$ cat config.mk
export PLATFORM = sky130hd
export DESIGN_NAME = monitor_cmd_deframer
export DESIGN_NICKNAME = d
export VERILOG_FILES = /design/src/rtl/monitor_cmd_deframer.sv
export SDC_FILE = /design/constraint.sdc
export NUM_CORES = 1
export LEC_CHECK = 0
export CAP_MARGIN = 20
export CORE_MARGIN = 3
export CORE_UTILIZATION = 56
export CTS_CLUSTER_DIAMETER = 40
export DETAILED_ROUTE_END_ITERATION = 6
export GPL_TIMING_DRIVEN = 0
export HOLD_SLACK_MARGIN = 0.06
export PLACE_DENSITY = 0.93
export SLEW_MARGIN = 20
export SYNTH_ARGS = -nofsm -noshare
export SYNTH_HDL_FRONTEND = slang
export SYNTH_SLANG_ARGS = --single-unit
$ cat constraint.sdc
create_clock -name clk -period 4.39 [get_ports clk]
set_clock_uncertainty 0.15 [all_clocks]
set_input_delay 0.878 -clock clk [delete_from_list [all_inputs] [get_ports clk]]
set_output_delay 0.878 -clock clk [all_outputs]
set_load 0.02 [all_outputs]
$ cat src/rtl/monitor_cmd_deframer.sv
// -----------------------------------------------------------------------------
// monitor_cmd_deframer
//
// Upstream feeder of the monitor command FIFO. Hunts the host UART byte stream
// for SYNC_BYTE, assembles the following four payload bytes into a big-endian
// 32-bit command, verifies the trailing XOR checksum and pushes good commands
// into the input FIFO. Bad checksums, inter-byte timeouts and bytes arriving
// while a command waits on a full FIFO are tallied in saturating counters.
//
// Frame (wire order): SYNC_BYTE, B0, B1, B2, B3, CHK   with CHK = B0^B1^B2^B3
//
// Ports
//   clk              in   1   system clock, posedge
//   rst              in   1   asynchronous active-high reset
//   rx_data          in   8   received byte, qualified by rx_valid
//   rx_valid         in   1   one byte per high cycle
//   fifo_data        out  32  assembled command {B0,B1,B2,B3}
//   fifo_wr          out  1   FIFO write strobe, one cycle per command
//   fifo_full        in   1   FIFO full, blocks fifo_wr
//   busy             out  1   high whenever a frame is in progress
//   err_checksum_cnt out  8   frames dropped on checksum mismatch (saturating)
//   err_timeout_cnt  out  8   frames aborted by inter-byte timeout (saturating)
//   err_overflow_cnt out  8   bytes dropped while waiting on full FIFO (saturating)
// -----------------------------------------------------------------------------
module monitor_cmd_deframer #(
    parameter logic [7:0] SYNC_BYTE      = 8'hA5,
    parameter int         TIMEOUT_CYCLES = 1_000_000,
    parameter int         TMO_W          = 20
) (
    input  logic        clk,
    input  logic        rst,
    input  logic [7:0]  rx_data,
    input  logic        rx_valid,
    output logic [31:0] fifo_data,
    output logic        fifo_wr,
    input  logic        fifo_full,
    output logic        busy,
    output logic [7:0]  err_checksum_cnt,
    output logic [7:0]  err_timeout_cnt,
    output logic [7:0]  err_overflow_cnt
);

    typedef enum logic [1:0] {
        IDLE    = 2'd0,
        PAYLOAD = 2'd1,
        CHECK   = 2'd2,
        PUSH    = 2'd3
    } state_t;

    localparam logic [TMO_W-1:0] TMO_LAST = TMO_W'(TIMEOUT_CYCLES - 1);

    state_t           state;
    logic [1:0]       byte_idx;
    logic [7:0]       chk;
    logic [TMO_W-1:0] tmo;

    function automatic logic [7:0] sat_inc(input logic [7:0] cnt);
        return (cnt == 8'hFF) ? cnt : cnt + 8'd1;
    endfunction

    // Write strobe is decoded straight from state so the FIFO sees it in the
    // same cycle fifo_full drops.
    assign fifo_wr = (state == PUSH) && !fifo_full;
    assign busy    = (state != IDLE);

    always_ff @(posedge clk or posedge rst) begin
        if (rst) begin
            state            <= IDLE;
            byte_idx         <= 2'd0;
            chk              <= 8'd0;
            tmo              <= '0;
            fifo_data        <= 32'd0;
            err_checksum_cnt <= 8'd0;
            err_timeout_cnt  <= 8'd0;
            err_overflow_cnt <= 8'd0;
        end else begin
            case (state)
                IDLE: begin
                    // Non-sync bytes are silently ignored while hunting.
                    if (rx_valid && rx_data == SYNC_BYTE) begin
                        state    <= PAYLOAD;
                        byte_idx <= 2'd0;
                        chk      <= 8'd0;
                        tmo      <= '0;
                    end
                end

                PAYLOAD: begin
                    if (rx_valid) begin
                        // SYNC_BYTE inside the payload is ordinary data.
                        case (byte_idx)
                            2'd0:    fifo_data[31:24] <= rx_data;
                            2'd1:    fifo_data[23:16] <= rx_data;
                            2'd2:    fifo_data[15:8]  <= rx_data;
                            default: fifo_data[7:0]   <= rx_data;
                        endcase
                        chk      <= chk ^ rx_data;
                        byte_idx <= byte_idx + 2'd1;
                        tmo      <= '0;
                        if (byte_idx == 2'd3) begin
                            state <= CHECK;
                        end
                    end else if (tmo == TMO_LAST) begin
                        state           <= IDLE;
                        tmo             <= '0;
                        err_timeout_cnt <= sat_inc(err_timeout_cnt);
                    end else begin
                        tmo <= tmo + TMO_W'(1);
                    end
                end

                CHECK: begin
                    if (rx_valid) begin
                        tmo <= '0;
                        // A mismatching byte is consumed here, never re-hunted as sync.
                        if (rx_data == chk) begin
                            state <= PUSH;
                        end else begin
                            state            <= IDLE;
                            err_checksum_cnt <= sat_inc(err_checksum_cnt);
                        end
                    end else if (tmo == TMO_LAST) begin
                        state           <= IDLE;
                        tmo             <= '0;
                        err_timeout_cnt <= sat_inc(err_timeout_cnt);
                    end else begin
                        tmo <= tmo + TMO_W'(1);
                    end
                end

                PUSH: begin
                    // Only one command is buffered; any byte arriving now is lost,
                    // including on the cycle the write finally goes out.
                    if (rx_valid) begin
                        err_overflow_cnt <= sat_inc(err_overflow_cnt);
                    end
                    if (!fifo_full) begin
                        state <= IDLE;
                    end
                end

                default: state <= IDLE;
            endcase
        end
    end

endmodule

### Word level (Yosys, flattened, before mapping)

Index checks and enable logic that the tools add are counted.

| storage, ports and cells | value |
|---|---|
| flip-flop bits (word level) | 88 |
| output and inout port bits | 58 |
| word-level logic and storage cells | 77 |

| operators by class | value |
|---|---|
| add/subtract/negate cells | 5 |
| eq/ne operators | 16 |
| multiplexer cells | 18 |
| bitwise gates (word level) | 7 |
| reduce and logical (&&, ||, !) cells | 20 |

Operators by type and width:

| operator | number |
|---|---|
| $mux 20 | 3 |
| $pmux 20 s2 | 1 |
| $eq 8x8->1 const B | 4 |
| $add 8x1->8 const B | 3 |
| $reduce_and 3->1 | 7 |
| $add 20x1->20 const B | 1 |
| $eq 20x20->1 const B | 1 |
| $mux 2 | 9 |
| $mux 8 | 2 |
| $pmux 8 s2 | 1 |
| $eq 2x2->1 const B | 4 |
| $eq 8x8->1 | 1 |
| $pmux 2 s4 | 1 |
| $reduce_and 4->1 | 2 |
| $xor 8x8->8 | 1 |
| $ne 2x2->1 const B | 3 |
| $not 1->1 | 6 |
| $reduce_bool 2->1 | 3 |
| $eq 2x1->1 const B | 2 |
| $logic_not 2->1 | 2 |
| $pmux 2 s2 | 1 |
| $ne 3x3->1 const B | 1 |
| $reduce_or 3->1 | 1 |
| $add 2x1->2 const B | 1 |
| other kinds (4) | 5 |

### Depth between registers and ports, before layout

Gate-level depths: netlist (run 1).

| logic depth | value |
|---|---|
| depth after elaboration | 4 |
| depth in mapped cells | 9 |

### Worst setup path before layout (run 1)

No wires, ideal clock.

| path | value |
|---|---|
| path type | input to register |
| start | in rx_data[1] |
| end | reg chk[0] |
| data arrival time | 2,150 ps |
| setup slack | 1,966 ps |
| stages | 8 |
| path buffers | 3 |
| cell sequence | buf_2 -> and3b_1 -> a31oi_4 -> or2_1 -> buf_2 -> buf_6 -> nor3b_2 -> a211o_1 |

| between the ends | value |
|---|---|
| word-level cells in the longest chain between the ends | 4 |

RTL lines:

| element | line | source |
|---|---|---|
| from (decl) | 32 | `input logic [7:0] rx_data,` |
| $eq 8x8->1 | 80 | `if (rx_valid && rx_data == SYNC_BYTE) begin` |
| $logic_and 1x1->1 | 80 |  |
| $ne 2x2->1 (no source line) | n/a |  |
| $reduce_and 3->1 (no source line) | n/a |  |
| to (signal assigned) | 97 | `chk <= chk ^ rx_data;` |
| to (decl) | 54 | `logic [7:0] chk;` |

No other way between the ends.
A chain may end at the register's enable or synchronous reset.

### Final worst setup path (run 1)

| path | value |
|---|---|
| start | in fifo_full |
| end | out fifo_wr |

| between the ends | value |
|---|---|
| word-level cells in the longest chain between the ends | 2 |

RTL lines:

| element | line | source |
|---|---|---|
| from (decl) | 36 | `input logic fifo_full,` |
| $logic_not 1->1 | n/a |  |
| $logic_and 1x1->1 | 63 | `assign fifo_wr = (state == PUSH) && !fifo_full;` |
| to (decl) | 35 | `output logic fifo_wr,` |

No other way between the ends.

==> results of run 1 <==
## worst max-delay path: cells and delay by family
kind	cells	cell delay, ns
AND/OR/NAND/NOR	1	0.15
buffers and inverters	2	1.07
## sequential cells by signal, indices dropped and copies added (netlist names)
register,flops
fifo_data,32
tmo,20
chk,8
err_checksum_cnt,8
err_overflow_cnt,8
err_timeout_cnt,8
byte_idx,2
state,2
## worst max-delay path by stage
stage,start,slack (ns),to,cells after the start
floorplan,rst,1.08,byte_idx[0],1
detailed placement,rx_data[6],1.23,chk[0],8
finish,fifo_full,1.26,fifo_wr,3
global placement,rst,-0.22,err_checksum_cnt[5],2
global route,fifo_full,1.19,fifo_wr,3
CTS,fifo_full,1.24,fifo_wr,3
## power breakdown
part / internal, µW / total, µW / switching, µW
Combinational: 698 / 1490 / 795
Sequential: 1050 / 1250 / 207
Clock: 229 / 545 / 315
Total: 1980 / 3290 / 1320
## per-layer routing
| layer | part of all wire (%) | vias up |
|---|---|---|
| li1 | - | 1616 |
| met1 | 40 | 1761 |
| met2 | 50 | 141 |
| met3 | 7.7 | 23 |
| met4 | 1.9 | 0 |
| met5 | 0 | - |
## cells in the final DEF (no fill, tap or decap), types with 3 or more instances in the layout
master | Yosys | routed
dfrtp_1 | 88 | 88
clkdlybuf4s50_1 | 0 | 63
mux2_2 | 35 | 35
nand2_1 | 26 | 26
nor2_1 | 21 | 21
nand3_1 | 18 | 18
inv_1 | 17 | 16
xor2_1 | 15 | 15
xnor2_1 | 14 | 14
o21ai_0 | 14 | 14
ha_1 | 14 | 14
nand4_1 | 11 | 11
nor3_1 | 10 | 10
clkbuf_8 | 0 | 10
buf_2 | 9 | 9
and3_1 | 8 | 8
o21ai_1 | 8 | 8
a22o_1 | 8 | 8
nor2b_1 | 7 | 7
nor3b_2 | 7 | 7
nor3b_1 | 7 | 7
a211o_1 | 7 | 7
and4_1 | 6 | 6
clkbuf_1 | 4 | 4
a21o_1 | 4 | 4
nor4_2 | 3 | 3
nand2b_1 | 3 | 3
a31o_1 | 3 | 3
a21oi_1 | 3 | 3
inv_6 | 0 | 3
## through the flow
stage,hold slack (ns),utilization (%),total power (µW),std cells,setup TNS (ns)
floorplan,0.321,-,2120,406,0
global placement,0.326,67.8,2660,571,-18.55
detailed placement,0.341,68.2,2740,572,0
CTS,0.362,70.6,3300,588,0
global route,0.381,70.6,3480,588,0
finish,0.357,70.6,3290,588,0
## cell type report
| type | count | share of cell area (%) |
|---|---|---|
| flip-flops and latches | 88 | 40.1 |
| clock buffers | 10 | 2.51 |
| inverters | 17 | 1.21 |
| clock inverters | 6 | 0.935 |
| well taps | 102 | 2.33 |
| multi-input cells | 284 | 39.3 |
| plain buffers | 17 | 1.62 |
| repair buffers | 64 | 12.0 |
## cells by family (layout without fill, tap and decap cells)
logic type,count (synthesis),after routing,share of synthesized area (%)
fa+ha+maj,14,14,3.88
flops,88,88,48.8
buf+inv,34,114,3.38
simple gates,139,139,18.4
xor+xnor,29,29,5.63
mux,37,37,9.21
compound gates,65,65,10.7
==> results_dict.tcl, run 1 <==
set metrics [dict create \
    status "complete, no violations" \
    port_buffers 63 \
    hp-start "err_overflow_cnt[5]" \
    leakage_uw 0.00249 \
    clockRootBuffer "clkbuf_8" \
    cts_buffers 9 \
    max_cap_violations 0 \
    post_cts_buffers 0 \
    gr-usage-met3_pct 7.97 \
    post-dp-hpwl_mm 7.38 \
    setup_viol 0 \
    layout_setup_ws_ns 1.26 \
    antenna_found_initial 0 \
    vias 3541 \
    num_antenna_cells 0 \
    h-tree-depth 3 \
    cp_common_cell "clkdlybuf4s50_1" \
    ant_nets 0 \
    hold_path.class "flop to flop" \
    yosys_warnings 0 \
    ff2ff_path_depth 9 \
    io_pins 70 \
    drt_iter0_markers 216 \
    grtUsageTotal_pct 25.5 \
    max_slew_margin_pct 63.4 \
    yosys_most_used_dff "dfrtp_1" \
    r2r_setup_slack_ns 2.01 \
    grt.busiest_layer "met2" \
    viasPerCell 6.02 \
    met1_usage_pct 30.9 \
    finalHoldViolations 0 \
    clockBufferDepth 2 \
    start_util_pct 58.1 \
    grt_max_degree 53 \
    finalMaxSlewViolations 0 \
    synthTopCellsByArea "dfrtp_1, mux2_2, ha_1, xor2_1, xnor2_1" \
    synth-edff-count 0 \
    synth_top_area_share_pct 48.8 \
    timing.rr.end "chk[1]" \
    fp.dieW_um 95.7 \
    syn2layout_area_growth_pct 21.7 \
    layout.area.seq_um2 2200 \
    r2r-start "state[1]" \
    fin_crit_ns 3.13 \
    worstPathCellList "clkdlybuf4s50_1, nor2b_1, clkdlybuf4s50_1" \
    synth_common_cells "dfrtp_1, mux2_2, nand2_1, nor2_1, nand3_1" \
    worstSkewPairLatency_ns 0.37 \
    critical_path_class "input pin to output pin" \
    ys_seq_area_share_pct 48.8 \
    ys_types 56 \
    post-place-ws_ns 1.23 \
    place.gp.congestion 0.845 \
    period_share_pct 71.4 \
    rows 32 \
    synthesis.nets 432 \
    synth_area_leader_cell "dfrtp_1" \
    crit_fanout 2 \
    avgSynthCellArea_um2 11.1 \
    multiInputGateArea_um2 2150 \
    holdPathStages 1 \
    ys_seq_elements 88 \
    max_freq_mhz 319 \
    hold_buffers 0 \
    dr.pass1.iters 5 \
    async_reset_ff_share_pct 100 \
    grt_first_pass_wirelength_mm 18.1 \
    critPathCaptureType "output pin" \
    cp.required_ns 3.36 \
    place_area_um2 5300 \
    arrival_ns 2.11 \
    grt.met2_usage_pct 42.7 \
    core_area_um2 7770 \
    syn_area_um2 4510 \
    wl_per_cell_um 18.5 \
    clk_pin_slew_ns 0.09 \
    tritoncts "done" \
    netlist_instances 406 \
    max_stage_delay_ns 0.62 \
    rsz0062_at_grt "no" \
    final_nets 507 \
    drt_wl_total_mm 10.9 \
    drive_above_1_share_pct 17.1 \
    grt_overflow_total 0 \
    ir_drop_v 0.000483 \
    die_y_um 95.7 \
    design_area_um2 5490 \
    yosys.cell_count.top_type "dfrtp_1" \
    die_area_um2 9170 \
    fill_cells 527 \
    cts_num_sinks 88 \
    drc 0 \
    grt_pass1_vias 3722 \
    cp_slowest_cell "clkdlybuf4s50_1" \
    ctsResizeCount 0 \
    crit_path_start_kind "input pin" \
    pwr_density_cell_nw_per_um2 600 \
    hold_end "err_overflow_cnt[5]" \
    worst_pin_slew_ns 0.548 \
]
Note: power is estimated with default switching activity, not from simulation.
==> inputs of run 2 (changes only) <==
Settings changed: CORE_UTILIZATION 56 to 49, PLACE_DENSITY 0.93 to 0.87.
Clock period 4.39 ns to 2.78 ns, I/O delays scaled along.
==> run 2 against run 1 <==
  * Sequential cell count did not move
  * Register-to-register slack got worse by 1.6 ns
  * Critical path depth is 1 higher
  * Sequential power increased by 58%
  * Combinational power is 59% higher
  * Non-clock buffer count grew 2
  * Sequential share of layout area shrank 0.60 points
  * Wire length decreased by 6.5%
  * Critical path type is now flop to output pin
  * Final cell count is 1.2% higher
==> results_dict.tcl, run 2 (synthesis gave the netlist of run 1 again) <==
set metrics [dict create \
    mostFrequentLayoutCells "dfrtp_1, clkdlybuf4s50_1, mux2_2" \
    status "complete, no violations" \
    top_regs "fifo_data: 32 flops, tmo: 20 flops" \
    crit_path_start_kind "flop" \
    drive_above_1_share_pct 17.2 \
    gr-usage-met3_pct 6.42 \
    worstSkewPairLatency_ns 0.35 \
    grt.busiest_layer "met2" \
    rsz0062_at_grt "no" \
    final_common_cell "dfrtp_1" \
    r2r-start "state[0]" \
    comb_power_share_pct 44.7 \
    internal_power_uw 3270 \
    finalHoldViolations 0 \
    cp.required_ns 2.07 \
    hold_buffers 0 \
    regMostFlops "fifo_data" \
    p_seq_share_pct 37.2 \
    grt_pass1_vias 3506 \
    pwr_density_cell_nw_per_um2 950 \
    antenna_found_initial 0 \
    clk_pin_slew_ns 0.08 \
    tritoncts "done" \
    worst_pin_slew_ns 0.522 \
    ctsResizeCount 0 \
    start_util_pct 51.0 \
    switching_share_pct 38.2 \
    final_nets 509 \
    grt.met2_usage_pct 35.4 \
    post-dp-hpwl_mm 7.44 \
    dr.pass1.iters 4 \
    worstPathCellList "inv_1, ha_1, inv_1, clkdlybuf4s50_1" \
    max_cap_violations 0 \
    critical_path_class "flop to output pin" \
    drt_wl_total_mm 10.2 \
    r2r_setup_slack_ns 0.45 \
    timing.rr.end "tmo[18]" \
    drt_iter0_markers 231 \
    cts_num_sinks 88 \
    max_freq_mhz 378 \
    max_slew_margin_pct 64.7 \
    hp-start "err_overflow_cnt[7]" \
    die_area_um2 10400 \
    leakage_uw 0.00252 \
    period_share_pct 95.3 \
    largest_reg_flops 32 \
    crit_fanout 5 \
    fp.dieW_um 102 \
    multiInputGateArea_um2 2150 \
    grtUsageTotal_pct 21.0 \
    clkPwrFrac_pct 18.1 \
    h-tree-depth 3 \
    io_pins 70 \
    num_antenna_cells 0 \
    max_stage_delay_ns 0.65 \
    syn2layout_area_growth_pct 23.5 \
    cp_common_cell "inv_1" \
    cts_buffers 9 \
    grt_first_pass_wirelength_mm 17.2 \
    ff2ff_path_depth 7 \
    drc 0 \
    die_y_um 102 \
    fill_cells 676 \
    finalMaxSlewViolations 0 \
    clockBufferDepth 2 \
    hold_path.class "flop to flop" \
    fin_util_pct 63.0 \
    grt_max_degree 26 \
    hold_end "err_overflow_cnt[7]" \
    grt_overflow_total 0 \
    fin_crit_ns 2.65 \
    port_buffers 63 \
    met1_usage_pct 26.1 \
    critPathCaptureType "output pin" \
    switching_power_uw 2020 \
    holdPathStages 1 \
    ant_nets 0 \
    wl_per_cell_um 17.1 \
    post_cts_buffers 0 \
    cp_slowest_cell "clkdlybuf4s50_1" \
    vias 3423 \
    layout.area.seq_um2 2200 \
    setup_viol 0 \
    finalSetupTns_ns 0 \
    viasPerCell 5.75 \
    clockRootBuffer "clkbuf_8" \
    rows 34 \
    place.gp.congestion 0.834 \
    arrival_ns 1.94 \
    ir_drop_v 0.000816 \
    core_area_um2 8850 \
]
-- run 2: cell types whose count changed in the layout (fill, tap and decap cells not counted) --
| cell | delta |
|---|---|
| inv_4 | -1 |
| inv_6 | -2 |
| buf_12 | +1 |
| bufinv_16 | +2 |
| buf_16 | +1 |
| clkinvlp_4 | +2 |
| clkinv_4 | -1 |
| clkbuf_8 | -1 |
-- run 2: worst max path at each step --
stage | start | to | slack [ns] | depth (start not counted)
floorplan | rx_data[1] | chk[0] | 0.68 | 8
global placement | rx_data[6] | tmo[18] | -0.05 | 6
detailed placement | rx_data[6] | tmo[18] | -0.04 | 6
CTS | state[0] | busy | 0.14 | 4
global route | state[0] | busy | 0.03 | 4
finish | state[0] | busy | 0.13 | 4
-- run 2: worst max-delay path: cells and delay by family, from the launching register on --
family,cells,cell delay [ns]
adder cells (fa/ha/maj),1,0.26
buffers and inverters,3,0.90
flip-flops,1,0.43
-- run 2: metrics by stage --
step | power, µW | instances | hold WS (ns) | setup slack [ns] | area [µm²]
2_1_floorplan | 3350 | 406 | 0.321 | 0.678 | 4510
6_report | 5290 | 595 | 0.342 | 0.132 | 5570
3_5_place_dp | 4340 | 580 | 0.336 | -0.0425 | 5350
4_1_cts | 5310 | 595 | 0.351 | 0.137 | 5570
5_1_grt | 5610 | 595 | 0.363 | 0.0322 | 5570
3_3_place_gp | 4210 | 577 | 0.323 | -0.0466 | 5280
-- run 2: area by class of cell --
type                            instances  share of cell area, %
Clock inverter                          6                   1.66
Tap cell                              108                   2.43
Buffer                                 17                   1.59
Inverter                               17                   1.21
Multi-Input combinational cell        284                   38.7
Clock buffer                            9                   2.22
Timing Repair Buffer                   66                   12.7
Sequential cell                        88                   39.5
-- run 2: power by group through the flow --
stage          registers [µW]  logic (µW)  clock network [µW]
4_1_cts                  1970        2370                 979
3_3_place_gp             1940        2270                   0
3_5_place_dp             1980        2350                   0
5_1_grt                  2020        2550                1040
2_1_floorplan            2280        1070                   0
6_report                 1970        2370                 959
-- run 2: routing by layer --
layer | vias to the layer above | wire (µm)
li1 | 1617 | -
met1 | 1689 | 4290
met2 | 103 | 5060
met3 | 14 | 687
met4 | 0 | 135
met5 | - | 0
